File: src/rtl/uart_pkg.sv
// rtl/uart_pkg.sv - shared types, parity modes and bit-timer helper for uart_rx_frame
// Contents: state_t (receiver FSM states), PAR_* parity-mode constants,
//           f_bittimerlim() clock cycles per bit period.
package uart_pkg;

  typedef enum logic [2:0] {
    S_IDLE,
    S_START,
    S_DATA,
    S_PARITY,
    S_STOP
  } state_t;

  localparam int PAR_NONE = 0;
  localparam int PAR_EVEN = 1;
  localparam int PAR_ODD  = 2;

  // Integer truncation only; the receiver re-aligns on every start bit,
  // so the rounding error never accumulates beyond one frame.
  function automatic int f_bittimerlim(input int clkfreq, input int baudrate);
    return clkfreq / baudrate;
  endfunction

endpackage

File: src/rtl/uart_rx_frame_if.sv
// rtl/uart_rx_frame_if.sv - received-word handshake bundle between uart_rx_frame and its consumer
// Signals: dout_o (word), valid_o, ready_i, parity_err_o, frame_err_o, overrun_o.
// master: receiver side, slave: consumer side.
interface uart_rx_frame_if #(
  parameter int c_databits = 8
);

  logic [c_databits-1:0] dout_o;
  logic                  valid_o;
  logic                  ready_i;
  logic                  parity_err_o;
  logic                  frame_err_o;
  logic                  overrun_o;

  modport master (
    output dout_o, valid_o, parity_err_o, frame_err_o, overrun_o,
    input  ready_i
  );

  modport slave (
    input  dout_o, valid_o, parity_err_o, frame_err_o, overrun_o,
    output ready_i
  );

endinterface

File: src/rtl/uart_bit_sampler.sv
// rtl/uart_bit_sampler.sv - rx synchroniser, per-bit timer and 3-sample majority voter
// Ports: clk, rst_ni (async, active-low), rx_i (raw line), active (FSM not idle),
//        rx (synchronised line), bit_valid (pulse at decision count h+1),
//        bit_val (voted bit, meaningful with bit_valid), bit_end (last count of the bit).
module uart_bit_sampler
  import uart_pkg::*;
#(
  parameter int c_bittimerlim = 16
) (
  input  logic clk,
  input  logic rst_ni,
  input  logic rx_i,
  input  logic active,
  output logic rx,
  output logic bit_valid,
  output logic bit_val,
  output logic bit_end
);

  localparam int TW = $clog2(c_bittimerlim);
  localparam int H  = c_bittimerlim / 2;

  localparam logic [TW-1:0] T_S0   = TW'(H - 1);
  localparam logic [TW-1:0] T_S1   = TW'(H);
  localparam logic [TW-1:0] T_DEC  = TW'(H + 1);
  localparam logic [TW-1:0] T_LAST = TW'(c_bittimerlim - 1);

  logic          sync1;
  logic          sync2;
  logic [TW-1:0] timer;
  logic          s0;
  logic          s1;

  always_ff @(posedge clk or negedge rst_ni) begin
    if (!rst_ni) begin
      sync1 <= 1'b1;
      sync2 <= 1'b1;
      timer <= '0;
      s0    <= 1'b1;
      s1    <= 1'b1;
    end else begin
      sync1 <= rx_i;
      sync2 <= sync1;
      // Held at 0 while idle so count 0 coincides with the cycle the FSM enters S_START.
      if (!active || timer == T_LAST) begin
        timer <= '0;
      end else begin
        timer <= timer + 1'b1;
      end
      if (active && timer == T_S0) begin
        s0 <= sync2;
      end
      if (active && timer == T_S1) begin
        s1 <= sync2;
      end
    end
  end

  // Third sample is the live synchronised line at the decision count.
  assign rx        = sync2;
  assign bit_valid = active && (timer == T_DEC);
  assign bit_val   = (s0 & s1) | (s0 & sync2) | (s1 & sync2);
  assign bit_end   = active && (timer == T_LAST);

endmodule

File: src/rtl/uart_rx_frame.sv
// rtl/uart_rx_frame.sv - parametrised UART receiver with parity, stop-bit checks and word handshake
// Ports: clk, rst_ni (async, active-low), rx_i (serial line, idle high),
//        busy_o (FSM not idle), rx_if (master: dout_o, valid_o, ready_i,
//        parity_err_o, frame_err_o, overrun_o).
module uart_rx_frame
  import uart_pkg::*;
#(
  parameter int c_clkfreq  = 100_000_000,
  parameter int c_baudrate = 115_200,
  parameter int c_databits = 8,
  parameter int c_parity   = PAR_NONE,
  parameter int c_stopbits = 1
) (
  input  logic             clk,
  input  logic             rst_ni,
  input  logic             rx_i,
  output logic             busy_o,
  uart_rx_frame_if.master  rx_if
);

  localparam int c_bittimerlim = f_bittimerlim(c_clkfreq, c_baudrate);
  localparam int BCW           = $clog2(c_databits);

  localparam logic [BCW-1:0] BC_LAST   = BCW'(c_databits - 1);
  localparam logic           STOP_LAST = 1'(c_stopbits - 1);
  localparam logic           PAR_FLIP  = (c_parity == PAR_ODD);

  state_t                state;
  logic [BCW-1:0]        bit_cnt;
  logic                  stop_cnt;
  logic [c_databits-1:0] shreg;
  logic                  par_err_q;
  logic                  frm_err_q;

  logic active;
  logic rx;
  logic bit_valid;
  logic bit_val;
  logic bit_end;
  logic frm_err_now;

  assign active      = (state != S_IDLE);
  // Includes the stop bit being voted this cycle, which the latch has not seen yet.
  assign frm_err_now = frm_err_q | ~bit_val;

  uart_bit_sampler #(
    .c_bittimerlim(c_bittimerlim)
  ) u_sampler (
    .clk      (clk),
    .rst_ni   (rst_ni),
    .rx_i     (rx_i),
    .active   (active),
    .rx       (rx),
    .bit_valid(bit_valid),
    .bit_val  (bit_val),
    .bit_end  (bit_end)
  );

  always_ff @(posedge clk or negedge rst_ni) begin
    if (!rst_ni) begin
      state              <= S_IDLE;
      bit_cnt            <= '0;
      stop_cnt           <= 1'b0;
      shreg              <= '0;
      par_err_q          <= 1'b0;
      frm_err_q          <= 1'b0;
      busy_o             <= 1'b0;
      rx_if.dout_o       <= '0;
      rx_if.valid_o      <= 1'b0;
      rx_if.parity_err_o <= 1'b0;
      rx_if.frame_err_o  <= 1'b0;
      rx_if.overrun_o    <= 1'b0;
    end else begin
      rx_if.overrun_o <= 1'b0;
      if (rx_if.valid_o && rx_if.ready_i) begin
        rx_if.valid_o <= 1'b0;
      end

      case (state)
        S_IDLE: begin
          if (!rx) begin
            state     <= S_START;
            busy_o    <= 1'b1;
            bit_cnt   <= '0;
            stop_cnt  <= 1'b0;
            par_err_q <= 1'b0;
            frm_err_q <= 1'b0;
          end
        end

        S_START: begin
          if (bit_valid && bit_val) begin
            // Line back high at mid-bit: a glitch, not a start bit.
            state  <= S_IDLE;
            busy_o <= 1'b0;
          end else if (bit_end) begin
            state <= S_DATA;
          end
        end

        S_DATA: begin
          if (bit_valid) begin
            shreg <= {bit_val, shreg[c_databits-1:1]};
          end
          if (bit_end) begin
            if (bit_cnt == BC_LAST) begin
              bit_cnt <= '0;
              state   <= (c_parity != PAR_NONE) ? S_PARITY : S_STOP;
            end else begin
              bit_cnt <= bit_cnt + 1'b1;
            end
          end
        end

        S_PARITY: begin
          if (bit_valid) begin
            par_err_q <= (^shreg) ^ bit_val ^ PAR_FLIP;
          end
          if (bit_end) begin
            state <= S_STOP;
          end
        end

        S_STOP: begin
          if (bit_valid) begin
            if (!bit_val) begin
              frm_err_q <= 1'b1;
            end
            // Finish at mid-bit of the last stop bit so a back-to-back start edge is caught.
            if (stop_cnt == STOP_LAST) begin
              state  <= S_IDLE;
              busy_o <= 1'b0;
              if (!rx_if.valid_o || rx_if.ready_i) begin
                rx_if.dout_o       <= shreg;
                rx_if.parity_err_o <= par_err_q;
                rx_if.frame_err_o  <= frm_err_now;
                rx_if.valid_o      <= 1'b1;
              end else begin
                rx_if.overrun_o <= 1'b1;
              end
            end
          end else if (bit_end) begin
            stop_cnt <= 1'b1;
          end
        end

        default: begin
          state  <= S_IDLE;
          busy_o <= 1'b0;
        end
      endcase
    end
  end

endmodule

File: src/flat_wrapper.sv
// flat-port wrapper written by rule: the top's interface ports become plain ports
module uart_rx_frame_flat import uart_pkg::*;
#(
  parameter int c_clkfreq  = 100_000_000,
  parameter int c_baudrate = 115_200,
  parameter int c_databits = 8,
  parameter int c_parity   = PAR_NONE,
  parameter int c_stopbits = 1
)
  (clk, rst_ni, rx_i, busy_o, rx_if_dout_o, rx_if_valid_o, rx_if_parity_err_o, rx_if_frame_err_o, rx_if_overrun_o, rx_if_ready_i);
  uart_rx_frame_if #(.c_databits(c_databits)) rx_if_i ();
  input  logic clk;
  input  logic rst_ni;
  input  logic rx_i;
  output logic busy_o;
  output wire logic [$bits(rx_if_i.dout_o)-1:0] rx_if_dout_o;
  output wire logic [$bits(rx_if_i.valid_o)-1:0] rx_if_valid_o;
  output wire logic [$bits(rx_if_i.parity_err_o)-1:0] rx_if_parity_err_o;
  output wire logic [$bits(rx_if_i.frame_err_o)-1:0] rx_if_frame_err_o;
  output wire logic [$bits(rx_if_i.overrun_o)-1:0] rx_if_overrun_o;
  input wire logic [$bits(rx_if_i.ready_i)-1:0] rx_if_ready_i;
  assign rx_if_dout_o = rx_if_i.dout_o;
  assign rx_if_valid_o = rx_if_i.valid_o;
  assign rx_if_parity_err_o = rx_if_i.parity_err_o;
  assign rx_if_frame_err_o = rx_if_i.frame_err_o;
  assign rx_if_overrun_o = rx_if_i.overrun_o;
  assign rx_if_i.ready_i = rx_if_ready_i;
  uart_rx_frame #(.c_clkfreq(c_clkfreq), .c_baudrate(c_baudrate), .c_databits(c_databits), .c_parity(c_parity), .c_stopbits(c_stopbits)) u_core (.clk(clk), .rst_ni(rst_ni), .rx_i(rx_i), .busy_o(busy_o), .rx_if(rx_if_i));
endmodule
File: config.mk
export PLATFORM = sky130hd
export DESIGN_NAME = uart_rx_frame_flat
export DESIGN_NICKNAME = d
export VERILOG_FILES = /design/src/rtl/uart_pkg.sv /design/src/rtl/uart_rx_frame_if.sv /design/src/rtl/uart_bit_sampler.sv /design/src/rtl/uart_rx_frame.sv /design/src/flat_wrapper.sv
export SDC_FILE = /design/constraint.sdc
export NUM_CORES = 1
export LEC_CHECK = 0
export CELL_PAD_IN_SITES_DETAIL_PLACEMENT = 0
export CELL_PAD_IN_SITES_GLOBAL_PLACEMENT = 1
export CORE_MARGIN = 5
export CORE_UTILIZATION = 45
export CTS_CLUSTER_DIAMETER = 60
export DETAILED_ROUTE_END_ITERATION = 10
export PLACE_DENSITY_LB_ADDON = 0.1
export SYNTH_ARGS = -nofsm -noshare
export SYNTH_HDL_FRONTEND = slang
export SYNTH_SLANG_ARGS = --single-unit
File: constraint.sdc
create_clock -name clk -period 3.6 [get_ports clk]
set_input_delay 0.54 -clock clk [delete_from_list [all_inputs] [get_ports clk]]
set_output_delay 0.54 -clock clk [all_outputs]
set_load 0.03 [all_outputs]
==> metrics.txt <==
final core utilization=0.5448; synth unique cells=35; Reg2Reg Depth=4; Slew Viols, Final=0; Net Sw Frac=0.2107; DR vias/cell=5.410; maximum fanout along the worst path=8; Total Routing Usage GR=0.1363; fin crit period=2.000 ns; clk buf depth=2; Detailed Route Iter0 Violations=59; Core Footprint=4414 sq um; total setup buffers inserted after CTS=0; Min-Delay Startpoint=u_core.u_sampler.sync1; first-pass GRT wire length=6.610 mm; slew margin rel.=0.3749; Synth top cells by count=40 x dfrtp_1, 20 x mux2_2, 20 x nor2_1; Leakage=1.069 nW; Sequential Power Share=0.554; nets=205; final hold slack=0.3593 ns; pin count of the biggest net entering global routing=45; Area Growth Syn to Fin=15.50%; f_max=0.5000 GHz; CP Launch Point=u_core.u_sampler.timer[2]; count leader, synth=dfrtp_1; Post-synth top flop=dfrtp_1; worst hold path type=reg -> reg; CP peak stage delay=0.46 ns; Tcrit/Tclk final=0.5555; starting density of the core=0.4717; CTS Hold Bufs=0; Reg clk slew, reported paths=0.09 ns; Buffers on Ports=16; Total Wirelength=3.733 mm; DP Wirelength=2.690 mm; Cell Chain, Critical Path=or3b_4 > nor3_4 > nand3_2 > mux2_2; unrepaired setup endpoints after global routing=no; largest family of logic cells by synthesized area=simple AND/OR/NAND/NOR gates; compound-gate portion of the synthesized area=0.06851; Clk pwr share=0.433; vias after detailed routing=1347; final hold vios=0; Syn Nets=185; ant diodes=0; multiplexer share of the synthesized area=0.1130; Post-synth EDFFs=0; clk_skew=0.003601 ns; internal power=707.6 uW; FFs w/ async S/R, synth=1.000; WL/cell=14.99 um; Worst Hold Depth=0; adder-cell share of the synthesized area=0.03486; number of CTS-inserted buffers=5; Yosys top cell by area=dfrtp_1; residual DRC count=0; Slew @ Worst Pin=0.9376 ns; max cap viols=0; post-synth top area share=0.4808; CP endpoint kind=flop; Die H=78.02 um; Worst VDD drop=0.1996 mV; DIE AREA=6087 sq um; Post-Synth XOR/XNOR Area=0.06971; Area contributors post-synth=dfrtp_1 48%, mux2_2 11%, dfstp_2 5.0%; die width=78.02 um; clk sinks=44; final setup TNS=0 ns; cell at the root of the clock tree=clkbuf_8; Finish-stage setup viols=0; Synth Instances=176; Seq/Total Area, Yosys=0.5313; net load switching power=188.9 uW; Logic pwr share=0.013; area share of and/or/nand/nor cells after synthesis=0.1659; post-synthesis register bit count=44; DR pass1 iterations=4; I/O Pins=17; CTS resizes=0; clk_lat worst skew=0.30 ns; pre-CTS worst setup slack=1.610 ns; Syn Area/Cell=11.83 sq um; share of layout cells above drive strength 1=0.1878; GRT overflow=0; CP max stage cell=or3b_4; PD cells=372.8 nW/um^2; worst flop-to-flop path startpoint=u_core.u_sampler.timer[2]; number of global-route vias before repair=1344; Routability Congestion=0.7768; synth warn=0; status=finished, final reports clean; antenna violations before repair=0; H-tree lvl count=2; CTS tree=built; CP Depth=4; final worst setup slack=1.600 ns; # rows=24; Data required, critical path=3.79 ns; crit path DAT=2.19 ns; crit-path leading delay family=simple AND/OR/NAND/NOR gates; antenna-violating nets left=0; Bufs and invs on worst path=0; Worst Setup Start Kind=flop; Crit Path Category=reg -> reg; # fillers=384; Post-Syn Area=2082 sq um
layer usage:
metal  track usage  wire length [um]
met1        0.1898              1784
met2        0.1978              1733
met3       0.04920               172
met4       0.04561                42
met5             0                 0
worst paths after layout:
check / end / slack [ns]
worst max register to register: u_core.shreg[6] / 1.60
worst min register to register: u_core.u_sampler.rx / 0.36
worst max-delay path: u_core.shreg[6] / 1.60
worst min-delay path: u_core.u_sampler.rx / 0.36
max in group asynchronous: u_core.u_sampler.timer[6] / 2.64
min in group asynchronous: u_core.bit_cnt[2] / 0.38
metrics by stage:
step	std cells	instance area [sq um]	power (mW)
3_3_place_gp	241	2290	0.5192
2_1_floorplan	176	2082	0.5068
6_report	249	2405	0.8964
3_5_place_dp	241	2290	0.5195
4_1_cts	249	2405	0.9103
5_1_grt	249	2405	0.9355
cells by family after synthesis:
kind of cell | after synthesis
compound gates | 21
flops | 44
fa+ha+maj | 6
xor+xnor | 15
buf+inv | 9
simple gates | 60
mux | 21
power by group through the flow:
stage                     Combinational (mW)  Clock, mW  Sequential (mW)
after floorplan                     0.000467          0            0.506
after global placement                0.0127          0            0.507
after detailed placement              0.0130          0            0.506
after CTS                             0.0130      0.400            0.497
after global routing                  0.0147      0.424            0.497
final                                 0.0119      0.388            0.497
cells in the final DEF (no fill, tap or decap), types with 2 or more instances in the layout:
master and instances:
nor3_1 4, dfstp_2 4, a21oi_1 5, nand3_1 4
o32ai_1 2, xnor2_1 12, o21ai_0 6, mux2_2 20
clkdlybuf4s50_1 15, ha_1 5, inv_1 6, nor2_1 20
nand2_1 8, nand4_1 3, a22o_1 6, and2_1 3
dfrtp_1 40, nand2b_1 4, xor2_1 2, or3_1 4
nand4bb_1 2, clkbuf_8 5
flip-flops by register name, summed over array words and instances (netlist names), 3 cells and up:
name and count:
u_core.bit_cnt 3, u_core.rx_if.dout_o 8, u_core.shreg 8, u_core.state 3
u_core.u_sampler.timer 10
layout make-up:
type | count | area [sq um] | share of cell area
sequential | 44 | 1106 | 0.4599
multi-input combinational | 123 | 940.9 | 0.3913
timing repair buffer | 16 | 155.1 | 0.06452
clock buffer | 5 | 68.82 | 0.02862
tap | 52 | 65.06 | 0.02706
clock inverter | 3 | 46.29 | 0.01925
inverter | 6 | 22.52 | 0.009365
Note: power is estimated with default switching activity, not from simulation.
